[src/rtl/vga_capture.sv]
// vga_capture: locks to an external VGA timing source and emits one strobe per active pixel.
// Optional per-frame CRC-16-CCITT of captured pixels when VGA_CAPTURE_CRC_EN is defined.
module vga_capture #(
    parameter int unsigned H_SYNC      = 96,
    parameter int unsigned H_BP        = 48,
    parameter int unsigned H_ACTIVE    = 640,
    parameter int unsigned H_TOTAL     = 800,
    parameter int unsigned V_SYNC      = 2,
    parameter int unsigned V_BP        = 33,
    parameter int unsigned V_ACTIVE    = 480,
    parameter int unsigned V_TOTAL     = 525,
    parameter int unsigned CLK_PER_PIX = 2
) (
    input  logic        clk,
    input  logic        resetn,
    input  logic        Hsync,
    input  logic        Vsync,
    input  logic [7:0]  pixel,
    output logic        pix_valid,
    output logic [9:0]  pix_x,
    output logic [9:0]  pix_y,
    output logic [7:0]  pix_data,
    output logic        frame_start,
    output logic        locked,
    output logic        err_line,
    output logic        err_frame,
    output logic [15:0] frame_count
`ifdef VGA_CAPTURE_CRC_EN
    ,
    output logic [15:0] frame_crc,
    output logic        crc_valid
`endif
);

    localparam logic [13:0] CntMax   = '1;
    localparam int unsigned HStart   = (H_SYNC + H_BP) * CLK_PER_PIX;
    localparam int unsigned LineClks = H_TOTAL * CLK_PER_PIX;
    localparam int unsigned VStart   = V_SYNC + V_BP;

    typedef enum logic [0:0] {StSearch, StSynced} state_e;

    state_e      state_q, state_d;
    logic        hs_q, vs_q, hs_prev_q, vs_prev_q;
    logic [7:0]  pix_q;
    logic [13:0] clk_cnt_q, clk_cnt_d;
    logic [9:0]  line_cnt_q, line_cnt_d;
    logic [9:0]  x_q, x_d;
    logic        first_h_q, first_h_d;
    logic        h_edge, v_edge, synced, cnt_sat;
    logic        row_active, sample, line_bad, frame_good;
    logic [9:0]  row;

    always_ff @(posedge clk or negedge resetn) begin
        if (!resetn) begin
            hs_q      <= 1'b1;
            vs_q      <= 1'b1;
            hs_prev_q <= 1'b1;
            vs_prev_q <= 1'b1;
            pix_q     <= '0;
        end else begin
            hs_q      <= Hsync;
            vs_q      <= Vsync;
            hs_prev_q <= hs_q;
            vs_prev_q <= vs_q;
            pix_q     <= pixel;
        end
    end

    assign h_edge     = hs_prev_q & ~hs_q;
    assign v_edge     = vs_prev_q & ~vs_q;
    assign synced     = (state_q == StSynced);
    assign locked     = synced;
    assign cnt_sat    = (clk_cnt_q == CntMax);
    assign row        = line_cnt_q - 10'(VStart);
    assign row_active = (32'(line_cnt_q) >= VStart) && (32'(line_cnt_q) < VStart + V_ACTIVE);
    // x_q tracks the next column to sample, avoiding a divide by CLK_PER_PIX.
    assign sample     = synced && row_active && (32'(x_q) < H_ACTIVE) &&
                        (32'(clk_cnt_q) == HStart + 32'(x_q) * CLK_PER_PIX);
    assign line_bad   = (32'(clk_cnt_q) + 32'd1 != LineClks);
    // A coincident Hsync edge closes the last line of the frame.
    assign frame_good = (32'(line_cnt_q) + 32'(h_edge) == V_TOTAL);

    always_comb begin
        clk_cnt_d  = clk_cnt_q;
        line_cnt_d = line_cnt_q;
        x_d        = x_q;
        if (h_edge) begin
            clk_cnt_d = '0;
            x_d       = '0;
        end else begin
            if (!cnt_sat) clk_cnt_d = clk_cnt_q + 14'd1;
            if (sample) x_d = x_q + 10'd1;
        end
        if (v_edge) begin
            line_cnt_d = '0;
        end else if (h_edge) begin
            line_cnt_d = line_cnt_q + 10'd1;
        end
    end

    always_comb begin
        state_d   = state_q;
        first_h_d = first_h_q;
        unique case (state_q)
            StSearch: begin
                if (v_edge) begin
                    state_d   = StSynced;
                    first_h_d = 1'b1;
                end
            end
            StSynced: begin
                if (cnt_sat) begin
                    state_d = StSearch;
                end else if (h_edge) begin
                    first_h_d = 1'b0;
                end
            end
            default: state_d = StSearch;
        endcase
    end

    always_ff @(posedge clk or negedge resetn) begin
        if (!resetn) begin
            state_q     <= StSearch;
            first_h_q   <= 1'b0;
            clk_cnt_q   <= '0;
            line_cnt_q  <= '0;
            x_q         <= '0;
            pix_valid   <= 1'b0;
            pix_x       <= '0;
            pix_y       <= '0;
            pix_data    <= '0;
            frame_start <= 1'b0;
            err_line    <= 1'b0;
            err_frame   <= 1'b0;
            frame_count <= '0;
        end else begin
            state_q     <= state_d;
            first_h_q   <= first_h_d;
            clk_cnt_q   <= clk_cnt_d;
            line_cnt_q  <= line_cnt_d;
            x_q         <= x_d;
            pix_valid   <= sample;
            if (sample) begin
                pix_x    <= x_q;
                pix_y    <= row;
                pix_data <= pix_q;
            end
            frame_start <= v_edge;
            err_line    <= synced && h_edge && !first_h_q && line_bad;
            err_frame   <= synced && v_edge && !frame_good;
            if (synced && v_edge && frame_good) frame_count <= frame_count + 16'd1;
        end
    end

`ifdef VGA_CAPTURE_CRC_EN
    logic [15:0] crc_acc_q;

    function automatic logic [15:0] crc_byte(input logic [15:0] crc, input logic [7:0] d);
        logic [15:0] c;
        c = crc;
        for (int i = 7; i >= 0; i--) begin
            c = (c[15] ^ d[i]) ? ((c << 1) ^ 16'h1021) : (c << 1);
        end
        return c;
    endfunction

    always_ff @(posedge clk or negedge resetn) begin
        if (!resetn) begin
            crc_acc_q <= 16'hFFFF;
            frame_crc <= '0;
            crc_valid <= 1'b0;
        end else begin
            crc_valid <= synced && v_edge;
            if (synced && v_edge) frame_crc <= crc_acc_q;
            if (v_edge) begin
                crc_acc_q <= 16'hFFFF;
            end else if (pix_valid) begin
                crc_acc_q <= crc_byte(crc_acc_q, pix_data);
            end
        end
    end
`endif

endmodule

[config.mk]
export PLATFORM = sky130hd
export DESIGN_NAME = vga_capture
export DESIGN_NICKNAME = d
export VERILOG_FILES = /design/src/rtl/vga_capture.sv
export SDC_FILE = /design/constraint.sdc
export NUM_CORES = 1
export LEC_CHECK = 0
export CAP_MARGIN = 10
export CORE_UTILIZATION = 56
export DETAILED_ROUTE_END_ITERATION = 6
export PLACE_DENSITY = 0.8
export SYNTH_ARGS = -nofsm -noshare
export SYNTH_HDL_FRONTEND = slang
export SYNTH_SLANG_ARGS = --single-unit
[constraint.sdc]
create_clock -name clk -period 3.9 [get_ports clk]
set_input_delay 0.78 -clock clk [delete_from_list [all_inputs] [get_ports clk]]
set_output_delay 0.78 -clock clk [all_outputs]
set_load 0.02 [all_outputs]
; Word level (Yosys, flattened, before mapping)
; Cells that the tools add are included.
[word_totals]
reg_bits = 96
input_bits = 12
out_inout_bits = 49
word_cells = 70
[classes]
add_sub_neg = 8
order_cmp = 3
n_eq_ne = 8
mux = 13
n_bitwise = 5
n_reduce_logical = 15
[op_table]
columns = operator, count
row1 = two-way mux 10 bit, 4
row2 = two-way mux 14 bit, 2
row3 = "adder 10 x 1 -> 10 bit, second input constant", 2
row4 = "< comparator 10 bit, second input constant", 2
row5 = "adder 16 x 1 -> 16 bit, second input constant", 1
row6 = "adder 14 x 1 -> 15 bit, second input constant", 1
row7 = "!= test 15 x 11 -> 1 bit, second input constant", 1
row8 = "adder 14 x 1 -> 14 bit, second input constant", 1
row9 = == test 14 x 12 -> 1 bit, 1
row10 = "== test 14 bit, second input constant", 1
row11 = "adder 9 x 11 -> 12 bit, first input constant", 1
row12 = adder 10 x 1 -> 11 bit, 1
row13 = "== test 11 x 10 -> 1 bit, second input constant", 1
row14 = "greater-or-equal comparator 10 x 6 -> 1 bit, second input constant", 1
row15 = logical AND 1 bit, 10
row16 = "subtractor 10 x 6 -> 10 bit, second input constant", 1
row17 = "!= test 2 bit, second input constant", 3
row18 = two-way mux 1 bit, 5
row19 = case mux 1 bit (2 select lines), 2
row20 = nonzero test 2 bit, 2
row21 = inverter 1 bit, 3
row22 = AND reduction 3 bit, 1
row23 = AND 1 bit, 2
row24 = logical NOT 1 bit, 2
row25 = "!= test 2 x 1 -> 1 bit, second input constant", 1

; Longest topological paths before layout
[depth]
depth_word = 7
ltp_mapped = 12
mapped_depth_nobuf = 9

; Worst setup path after synthesis
; OpenSTA, ideal clock, no wires.
[synth_timing]
path_type = flip-flop to flip-flop
start = register hs_prev_q
end = register frame_count[4]
t_arrival_ns = 2.899
required_ns = 3.769
slack_ns = 0.870
path_stages_with_launch = 13
n_path_buf = 3
period_less_slack_ns = 3.030
cell_sequence = dfstp_2 > nand2b_1 > inv_1 > clkbuf_1 > clkbuf_1 > ha_1 > ha_1 > nor2_1 > nand3_1 > nor4_1 > clkbuf_1 > nand4_1 > xnor2_1
[synth_between]
elab_chain_cells = 4
[synth_lines]
columns = element, line_no
row1 = start: declaration, 43  ; logic hs_q, vs_q, hs_prev_q, vs_prev_q;
row2 = start signal: assignment, 63  ; hs_prev_q <= hs_q;
row3 = AND 1 bit, 69  ; assign h_edge = hs_prev_q & ~hs_q;
row4 = adder 10 x 1 -> 11 bit, 81  ; assign frame_good = (32'(line_cnt_q) + 32'(h_edge) == V_TOTAL);
row5 = == test 11 x 10 -> 1 bit, 81
row6 = logical AND 1 bit, 152  ; if (synced && v_edge && frame_good) frame_count <= frame_count + 16'd1;
row7 = end signal: assignment, 152
row8 = end: declaration, 27  ; output logic [15:0] frame_count
; No other way between the ends.
; A chain may end at the register's enable or synchronous reset.

; Worst setup path after layout
[layout_timing]
start = register line_cnt_q[0]
end = register pix_data[1]
[layout_between]
elab_chain_cells = 5
[layout_lines]
columns = element, line_no
row1 = start: declaration, 46  ; logic [9:0] line_cnt_q, line_cnt_d;
row2 = start signal: assignment, 141  ; line_cnt_q <= line_cnt_d;
row3 = greater-or-equal comparator 10 x 6 -> 1 bit or < comparator 10 bit (tied branches), 75  ; assign row_active = (32'(line_cnt_q) >= VStart) && (32'(line_cnt_q) < VStart + V_ACTIVE);
row4 = logical AND 1 bit *, 75
row5 = logical AND 1 bit * (3 in a row), 77  ; assign sample = synced && row_active && (32'(x_q) < H_ACTIVE) &&
row6 = end signal: assignment, 147  ; pix_data <= pix_q;
row7 = end: declaration, 22  ; output logic [7:0] pix_data,
; Mark *: on every way between the ends. The rest lies on a longest branch, timed or not.

==> flow_summary_export.csv <==
group,metric,value,unit
clocking,clk_pin_slew,0.10,ns
grt,grt_antenna_before_repair,0,
floorplan,dieArea,9230,um^2
floorplan,core,8380,um^2
power,p_switching,0.000502,W
clocking,clock-sinks,96,
yosys,synth_largest_area_cell,"dfrtp_1",
floorplan,start_util,59.1,%
clocking,cts_resized,0,
clocking,cts_root_buf,"clkbuf_8",
floorplan,rows,33,
grt,use_met3,5.21,%
clocking,post_cts_buffers,0,
floorplan,die_x,96.1,um
timing,slew_viol_final,0,
yosys,netlist_area,4950,um^2
timing,fin_skew,0.0148,ns
grt,use_met1,29.9,%
timing,finalHoldViolCount,0,
routing,postRouteAntennaNets,0,
placed_design,gp_congestion,0.866,
yosys,yosysSeqAreaShare,48.6,%
yosys,synth_enable_flop_cells,0,
yosys,synth.area.top_cells,"dfrtp_1, mux2_4, xnor2_1",
yosys,synth_ff_type,"dfrtp_1",
yosys,synth_seq_cells,96,
clocking,cts_tree,"done",
finish,antennaDiodeCount,0,
run,maxCapViolCount,0,
grt,grt_overflow,0,
routing,totalWireLength,9490,um
routing,drt_iter0_markers,136,
critical_path,critPathLaunchType,"flop",
power,powerDensity,330,nW/um^2
hold_path,hold_depth,0,
clocking,htree_levels,3,
grt,top_usage_layer,"met2",
yosys,yosys_warnings,0,
floorplan,io_pins,61,
placed_design,place.port_buffers,60,
grt,grt_pass1_vias,3432,
timing,finalSetupTns,0,ns
yosys,yosysTopAreaCellShare,46.5,%
timing,fin_hold_ws,0.366,ns
timing,max_freq,319,MHz
yosys,async_reset_ff_share,100,%
finish,nFillCells,623,
critical_path,end_kind,"flop",
power,seq_power_share,56.3,%
critical_path,r2r_cells,7,
critical_path,worst_ep_arrival_time,3.39,ns
timing,setup_violations,0,
power,p_leak,2.45,nW
power,comb_power_share,7.9,%
clocking,clock_latency,0.38,ns
yosys,ys_types,63,
power,p_clk_share,35.8,%
finish,syn2layout_area_growth,16.3,%
grt,grt_first_pass_wirelength,16200,um
finish,postLayoutCellArea,5760,um^2
timing,tightestPinTransition,0.754,ns
power,swShare,26.4,%
yosys,syn_avg_cell_area,11.1,um^2
yosys,synth_commonest_cells,"dfrtp_1, nand2_1, xnor2_1",
yosys,synth.most_common_cell,"dfrtp_1",
routing,drt_pass1_iterations,4,
critical_path,critPathKind,"reg -> reg",
critical_path,cp.required,4.16,ns
placed_design,dp_hpwl,6600,um
critical_path,path_max_fanout,33,
hold_path,hold_class,"reg -> reg",
finish,finalNonFillerCells,603,
routing,wl_per_cell,15.7,um
yosys,syn_nets,466,
clocking,postCtsHoldBufs,0,
routing,vias_per_cell,5.82,
finish,drive_gt1_share,14.3,%
grt,gr-usage-met2,37.4,%
timing,fin_crit_sh,80.3,%
clocking,cts_buffer_depth,2,
routing,vias,3509,
yosys,synth_cells,447,
power,ir_worst_vdd,0.224,mV
power,p_int,0.00140,W
timing,period_needed,3.13,ns
placed_design,dp_cells,587,
grt,track_usage,23.0,%
timing,maxSlewHeadroom,48.4,%
placed_design,place_area,5550,um^2
routing,drt_drc_violations_left,0,
floorplan,die_y,96.1,um
finish,nets,512,
run_status,status,"complete, no violations",
clocking,cts_buffers,9,
grt,grt_max_degree,64,
timing,grt_setup_unrepaired,"false",
power groups by stage:
stage                     Clock (W)  Sequential [W]  Combinational (W)
after floorplan                   0         0.00106           0.000116
after global placement            0         0.00109           0.000145
after detailed placement          0         0.00109           0.000152
after CTS                  0.000700         0.00107           0.000152
after global routing       0.000741         0.00108           0.000174
final                      0.000681         0.00107           0.000150
layout by cell type, fill, tap and decap left out, types with 3 or more instances in the layout:
cell             synthesis  final
nor3b_1                  3      3
clkbuf_8                 0      9
xnor2_1                 35     35
nor4_1                   8      7
a21oi_1                 15     15
nor2_1                  25     25
nand2_1                 39     39
or4b_2                   3      3
dfstp_2                  4      4
dfrtp_1                 92     92
inv_1                    4      4
nor3_1                   6      6
mux2_4                  23     23
nor2b_1                  3      3
and4_1                   9      9
mux2_2                   5      5
nand3_1                 22     22
nand4_1                 12     12
buf_4                    1      8
o21ai_0                  9      9
and3_1                   6      6
nand2b_1                 9      9
clkdlybuf4s50_1          0     59
nand3b_1                 5      5
or3_1                    4      4
inv_6                    0      3
mux2i_1                  9      9
xor2_1                  18     18
ha_1                     7      7
logic make-up after synthesis:
logic type      Yosys count  share of synthesized area (%)
xor+xnor                 53                           9.37
compound gates           48                           6.72
buf+inv                  36                           4.12
fa+ha+maj                 7                           1.77
flops                    96                           48.6
simple gates            170                           19.5
mux                      37                           9.92
path summary, 6_finish.rpt:
| path | start | slack [ns] | to |
|---|---|---|---|
| max | line_cnt_q[0] | 0.77 | pix_data[1] |
| min | vs_q | 0.37 | vs_prev_q |
| max reg2reg | line_cnt_q[0] | 0.77 | pix_data[1] |
| min reg2reg | vs_q | 0.37 | vs_prev_q |
| max in group asynchronous | resetn | 2.70 | pix_x[8] |
| min in group asynchronous | resetn | 0.47 | pix_data[5] |
area by class of cell:
cell class / count / area (um^2) / share of cell area (%)
Clock buffer: 9 / 124 / 2.15
Clock inverter: 7 / 85.1 / 1.48
Inverter: 4 / 15.0 / 0.261
Multi-Input combinational cell: 315 / 2350 / 40.8
Sequential cell: 96 / 2410 / 41.8
Tap cell: 105 / 131 / 2.28
Timing Repair Buffer: 67 / 651 / 11.3
critical path, cell delays in order, from the launching register on:
cell	delay [ns]
dfrtp_1	0.45
ha_1	0.32
nor4_2	0.33
nand3_1	0.14
a2111o_1	0.60
nor4_4	0.25
buf_4	0.50
mux2_2	0.40
flip-flops by register name, indices dropped and copies added (netlist names):
signal / cells
clk_cnt_q: 14
err_frame: 1
err_line: 1
first_h_q: 1
frame_count: 16
frame_start: 1
hs_prev_q: 1
hs_q: 1
line_cnt_q: 10
locked: 1
pix_data: 8
pix_q: 8
pix_valid: 1
pix_x: 10
pix_y: 10
vs_prev_q: 1
vs_q: 1
x_q: 10
per-stage QoR:
| stage | power (W) | worst slack [ns] | utilization, % |
|---|---|---|---|
| 5_1_grt | 0.00199 | 0.616 | 68.8 |
| 4_1_cts | 0.00192 | 0.785 | 68.8 |
| 3_3_place_gp | 0.00123 | 0.903 | 66.3 |
| 6_report | 0.00190 | 0.770 | 68.8 |
| 2_1_floorplan | 0.00118 | 0.870 | - |
| 3_5_place_dp | 0.00124 | 0.826 | 66.3 |
metal layers:
layer	up-vias	routed length [um]
li1	1682	-
met1	1719	4410
met2	92	4540
met3	16	378
met4	0	163
met5	-	0
No activity file was read; power rests on OpenSTA's default activity.
==> variant 1, RTL diff (config.mk and constraints unchanged) <==
Add a define of `VGA_CAPTURE_CRC_EN`.
--- a/src/rtl/vga_capture.sv
+++ b/src/rtl/vga_capture.sv
@@ -1,4 +1,6 @@
 // vga_capture: locks to an external VGA timing source and emits one strobe per active pixel.
 // Optional per-frame CRC-16-CCITT of captured pixels when VGA_CAPTURE_CRC_EN is defined.
+`define VGA_CAPTURE_CRC_EN
+
 module vga_capture #(
     parameter int unsigned H_SYNC      = 96,
Check against the original RTL (old outputs only; new: crc_valid and frame_crc): equivalent (equiv_simple and equiv_induct, registers matched by name and starting in step).
==> variant 1 against the unedited design <==
- total power up 80%
- combinational power rose by 88%
- count of clock-buffer cells in the layout up 13
- maximum frequency down 1.6%
- sequential share of layout area rose by 0.27 points
- final area rose by 34%
- setup slack got worse by 50 ps
- synthesized area rose by 26%
- critical path depth stayed put
- routed wire length is 40% higher
- non-clock buffer count increased by 20
- sequential cell count rose by 33
- clock skew fell by 7.6 ps
==> variant 1: results (changes against the unedited design) <==
| Result | Reported | Unit | Delta |
|:---|:---|:---|:---|
| Number of non-clock inverters in the layout | 6 | - | +2 |
| Worst setup slack for register-to-register paths | 720 | ps | -50 ps |
| H-tree Lvls | 4 | - | +1 |
| Worst slew margin relative to its limit | 38.6 | % | -9.9 points |
| Proportion of cell area occupied by multi-input gates | 36.4 | % | -4.4 points |
| Average wire per cell in the routed design | 16.5 | µm | +5.1% |
| Post-route met1 wirelength | 5750 | µm | +30% |
| GR Util met2 | 40.8 | % | +3.4 points |
| GRT Resource Usage Total | 24.9 | % | +1.9 points |
| Result of the run | finished, final reports clean | - |  |
| Comb group | 0.282 | mW | +88% |
| Fill cell instance count of the final layout | 774 | - | +24% |
| Met3 usage in global routing | 5.75 | % | +0.54 points |
| Clock network area share | 8.10 | % | +4.5 points |
| Buffering overhead | 10.9 | % | -0.39 points |
| Last element of the critical path | pix_x[0] | - |  |
| IO buf count | 77 | - | +28% |
| CP Max Fanout | 20 | - | -39% |
| Cell Count Post-Placement | 770 | - | +31% |
| Worst hold path type | in -> async | - |  |
| Post-Synth XOR/XNOR Area | 10.5 | % | +1.2 points |
| Largest registers in the final layout | crc_acc_q (16), frame_count (16), frame_crc (16) | - |  |
| Vias in the first global route | 4509 | - | +31% |
| Clock buffer count | 22 | - | +13 |
| Register area | 3250 | µm² | +35% |
| Detail Placement HPWL | 9150 | µm | +39% |
| Synth top area share | 43.7 | % | -2.8 points |
| Most used standard cells in the synthesized netlist | 109 x sky130_fd_sc_hd__dfrtp_1, 87 x sky130_fd_sc_hd__nand2_1, 50 x sky130_fd_sc_hd__xnor2_1 | - |  |
| Layout cell share with drive strength beyond 1 | 15.4 | % | +1.2 points |
| Power in sequential cells | 1.46 | mW | +36% |
| Multi-input comb cells | 408 | - | +30% |
| Setup skew after layout | 7.13 | ps | -7.65 ps |
| Detail Route met3 WL | 563 | µm | +49% |
| Post-synthesis adder-cell area fraction | 1.40 | % | -0.36 points |
| Leading cell types by total area after synthesis | sky130_fd_sc_hd__dfrtp_1 44%, sky130_fd_sc_hd__dfstp_2 8.4%, sky130_fd_sc_hd__xnor2_1 7.0%, sky130_fd_sc_hd__mux2_2 6.5%, sky130_fd_sc_hd__nand2_1 5.2% | - |  |
| Clock Pin Slew Worst Setup and Hold Paths | 60 | ps | -40 ps |
| Area after DPL | 7110 | µm² | +28% |
| Post-Place Worst Slack | 876 | ps | +50.1 ps |
variant 1: changes by cell type in the layout (fill, tap and decap cells not counted), sizes merged, moves of 8 or more:
cell	change
mux2i	+14
clkdlybuf4s50	+17
nand3	-8
dfstp	+16
mux2	+8
and4	-9
dfrtp	+17
clkbuf	+13
nand2	+48
xnor2	+15
variant 1: critical path, cell delays in order (launching register included):
cell and delay, ps:
sky130_fd_sc_hd__dfrtp_1 470, sky130_fd_sc_hd__ha_1 320, sky130_fd_sc_hd__or4_1 600, sky130_fd_sc_hd__o21ai_0 310, sky130_fd_sc_hd__nand3_1 330, sky130_fd_sc_hd__nor4_4 310, sky130_fd_sc_hd__buf_4 330, sky130_fd_sc_hd__mux2_2 380
variant 1: worst min-delay path by stage:
stage | startpoint | end | cells after the start
final | resetn | frame_count[8] | 1
after global placement | hs_q | hs_prev_q | 0
after floorplan | hs_q | hs_prev_q | 0
after detailed placement | hs_q | hs_prev_q | 0
after CTS | hs_q | hs_prev_q | 0
after global routing | hs_q | hs_prev_q | 0
==> variant 2, RTL diff (same flow settings) <==
Without the edit above. Put one more register stage on the output `pix_x`, cleared by the reset. The value now appears one clock later. The other outputs are not delayed to match.
--- a/src/rtl/vga_capture.sv
+++ b/src/rtl/vga_capture.sv
@@ -39,4 +39,6 @@
 
     typedef enum logic [0:0] {StSearch, StSynced} state_e;
+
+    logic [9:0] pix_x_s0;
 
     state_e      state_q, state_d;
@@ -128,5 +130,5 @@
             x_q         <= '0;
             pix_valid   <= 1'b0;
-            pix_x       <= '0;
+            pix_x_s0    <= '0;
             pix_y       <= '0;
             pix_data    <= '0;
@@ -143,5 +145,5 @@
             pix_valid   <= sample;
             if (sample) begin
-                pix_x    <= x_q;
+                pix_x_s0 <= x_q;
                 pix_y    <= row;
                 pix_data <= pix_q;
@@ -183,4 +185,12 @@
 `endif
 
+    always_ff @(posedge clk or negedge resetn) begin
+        if (!resetn) begin
+            pix_x <= '0;
+        end else begin
+            pix_x <= pix_x_s0;
+        end
+    end
+
 endmodule
 
Check against the original RTL: same outputs for any inputs over 10 cycles, from zero or initial values and one cycle with resetn low; that may be too few to reach the edited logic, so the function may still have changed.
==> variant 2 against the unedited design <==
- total power increased by 3.8%
- hold slack improved by 5.0 ps
- critical path type unchanged
- largest cell class unchanged
- routed wire length decreased by 2.4%
- sequential cell count increased by 10
- synthesized cell count decreased by 3.8%
- global-route usage decreased by 1.4 points
- final area increased by 1.0%
- setup slack improved by 210 ps
- non-clock buffer count decreased by 1
- synthesized area increased by 0.40%
==> variant 2: results (changes against the unedited design) <==
| Result | Reported | Unit | Delta |
|:---|:---|:---|:---|
| Part of the Yosys area used for sequential elements | 53.4 | % | +4.8 points |
| Vias in the first global route | 3180 | - | -7.3% |
| Fraction of synthesized area in multiplexers | 9.38 | % | -0.54 points |
| First-pass GRT wire length | 15200 | µm | -6.2% |
| Result of the run | finished, final reports clean | - |  |
| Initial DRC Count | 129 | - | -5.1% |
| Largest net degree at the start of global routing | 107 | - | +67% |
| Standard cell with the maximum stage delay on the critical path | sky130_fd_sc_hd__or4_1 | - |  |
| Average wire per cell in the routed design | 15.6 | µm | -0.74% |
| Post-synthesis adder-cell area fraction | 1.76 | % | -0.0071 points |
| Compound-Gate Fraction of Synth Area | 5.41 | % | -1.3 points |
| Worst hold margin | 371 | ps | +4.99 ps |
| CP Max Fanout | 17 | - | -48% |
| Crit path time final | 2920 | ps | -206 ps |
| Peak VDD IR | 0.186 | mV | -17% |
| Worst reg2reg endpoint | pix_y[4] | - |  |
| Worst Min Path Start | hs_q | - |  |
| Mean instance size in the synthesized netlist | 11.6 | µm² | +4.4% |
| Final nets | 499 | - | -2.5% |
| Net count after synthesis | 449 | - | -3.6% |
| CP max stage delay | 550 | ps | -50 ps |
| Number of distinct library cells after synthesis | 54 | - | -14% |
| Worst setup slack for register-to-register paths | 980 | ps | +210 ps |
| Detail Placement HPWL | 6370 | µm | -3.3% |
| Leak Pwr | 2.59 | nW | +5.9% |
| Most used standard cells in the synthesized netlist | 102 x sky130_fd_sc_hd__dfrtp_1, 33 x sky130_fd_sc_hd__xnor2_1, 30 x sky130_fd_sc_hd__nand2_1 | - |  |
| Via density per instance | 5.66 | - | -2.8% |
| Worst slew margin relative to its limit | 39.8 | % | -8.6 points |
==> variant 2: cell types whose count changed after synthesis, moves of 4 or more <==
cell,unedited run,this run
sky130_fd_sc_hd__xor2_1,18,22
sky130_fd_sc_hd__and4_1,9,4
sky130_fd_sc_hd__o21ai_0,9,5
sky130_fd_sc_hd__nand3_1,22,14
sky130_fd_sc_hd__clkbuf_1,19,15
sky130_fd_sc_hd__mux2_2,5,27
sky130_fd_sc_hd__dfrtp_1,92,102
sky130_fd_sc_hd__mux2_4,23,0
sky130_fd_sc_hd__nand2_1,39,30
sky130_fd_sc_hd__mux2i_1,9,14
==> variant 2: cell type report <==
cell class                      count  area (µm²)
Multi-Input combinational cell    295        2170
Tap cell                          108         135
Timing Repair Buffer               66         656
Fill cell                         667        2860
Sequential cell                   106        2660
Clock inverter                      6        57.6
Clock buffer                       10         138
Inverter                            2        7.51
==> variant 2: kinds of logic after synthesis <==
kind of cell	Yosys count
flops	106
simple gates	149
xor+xnor	56
mux	43
compound gates	40
fa+ha+maj	7
buf+inv	29
==> variant 2: routing by layer <==
| layer | wire (µm) | global-route usage (%) | vias to the layer above |
|---|---|---|---|
| met1 | 4320 | 30.1 | 1656 |
| met3 | 290 | 3.40 | 16 |
| met5 | 0 | 0 | - |
| met4 | 192 | 8.58 | 0 |
| met2 | 4470 | 33.6 | 67 |
| li1 | - | - | 1615 |
==> variant 2: power breakdown <==
group / internal (mW) / switching, mW / leakage (nW)
registers: 1.13 / 0.0397 / 1.43
clock network: 0.265 / 0.393 / 0.101
logic: 0.0637 / 0.0857 / 1.06
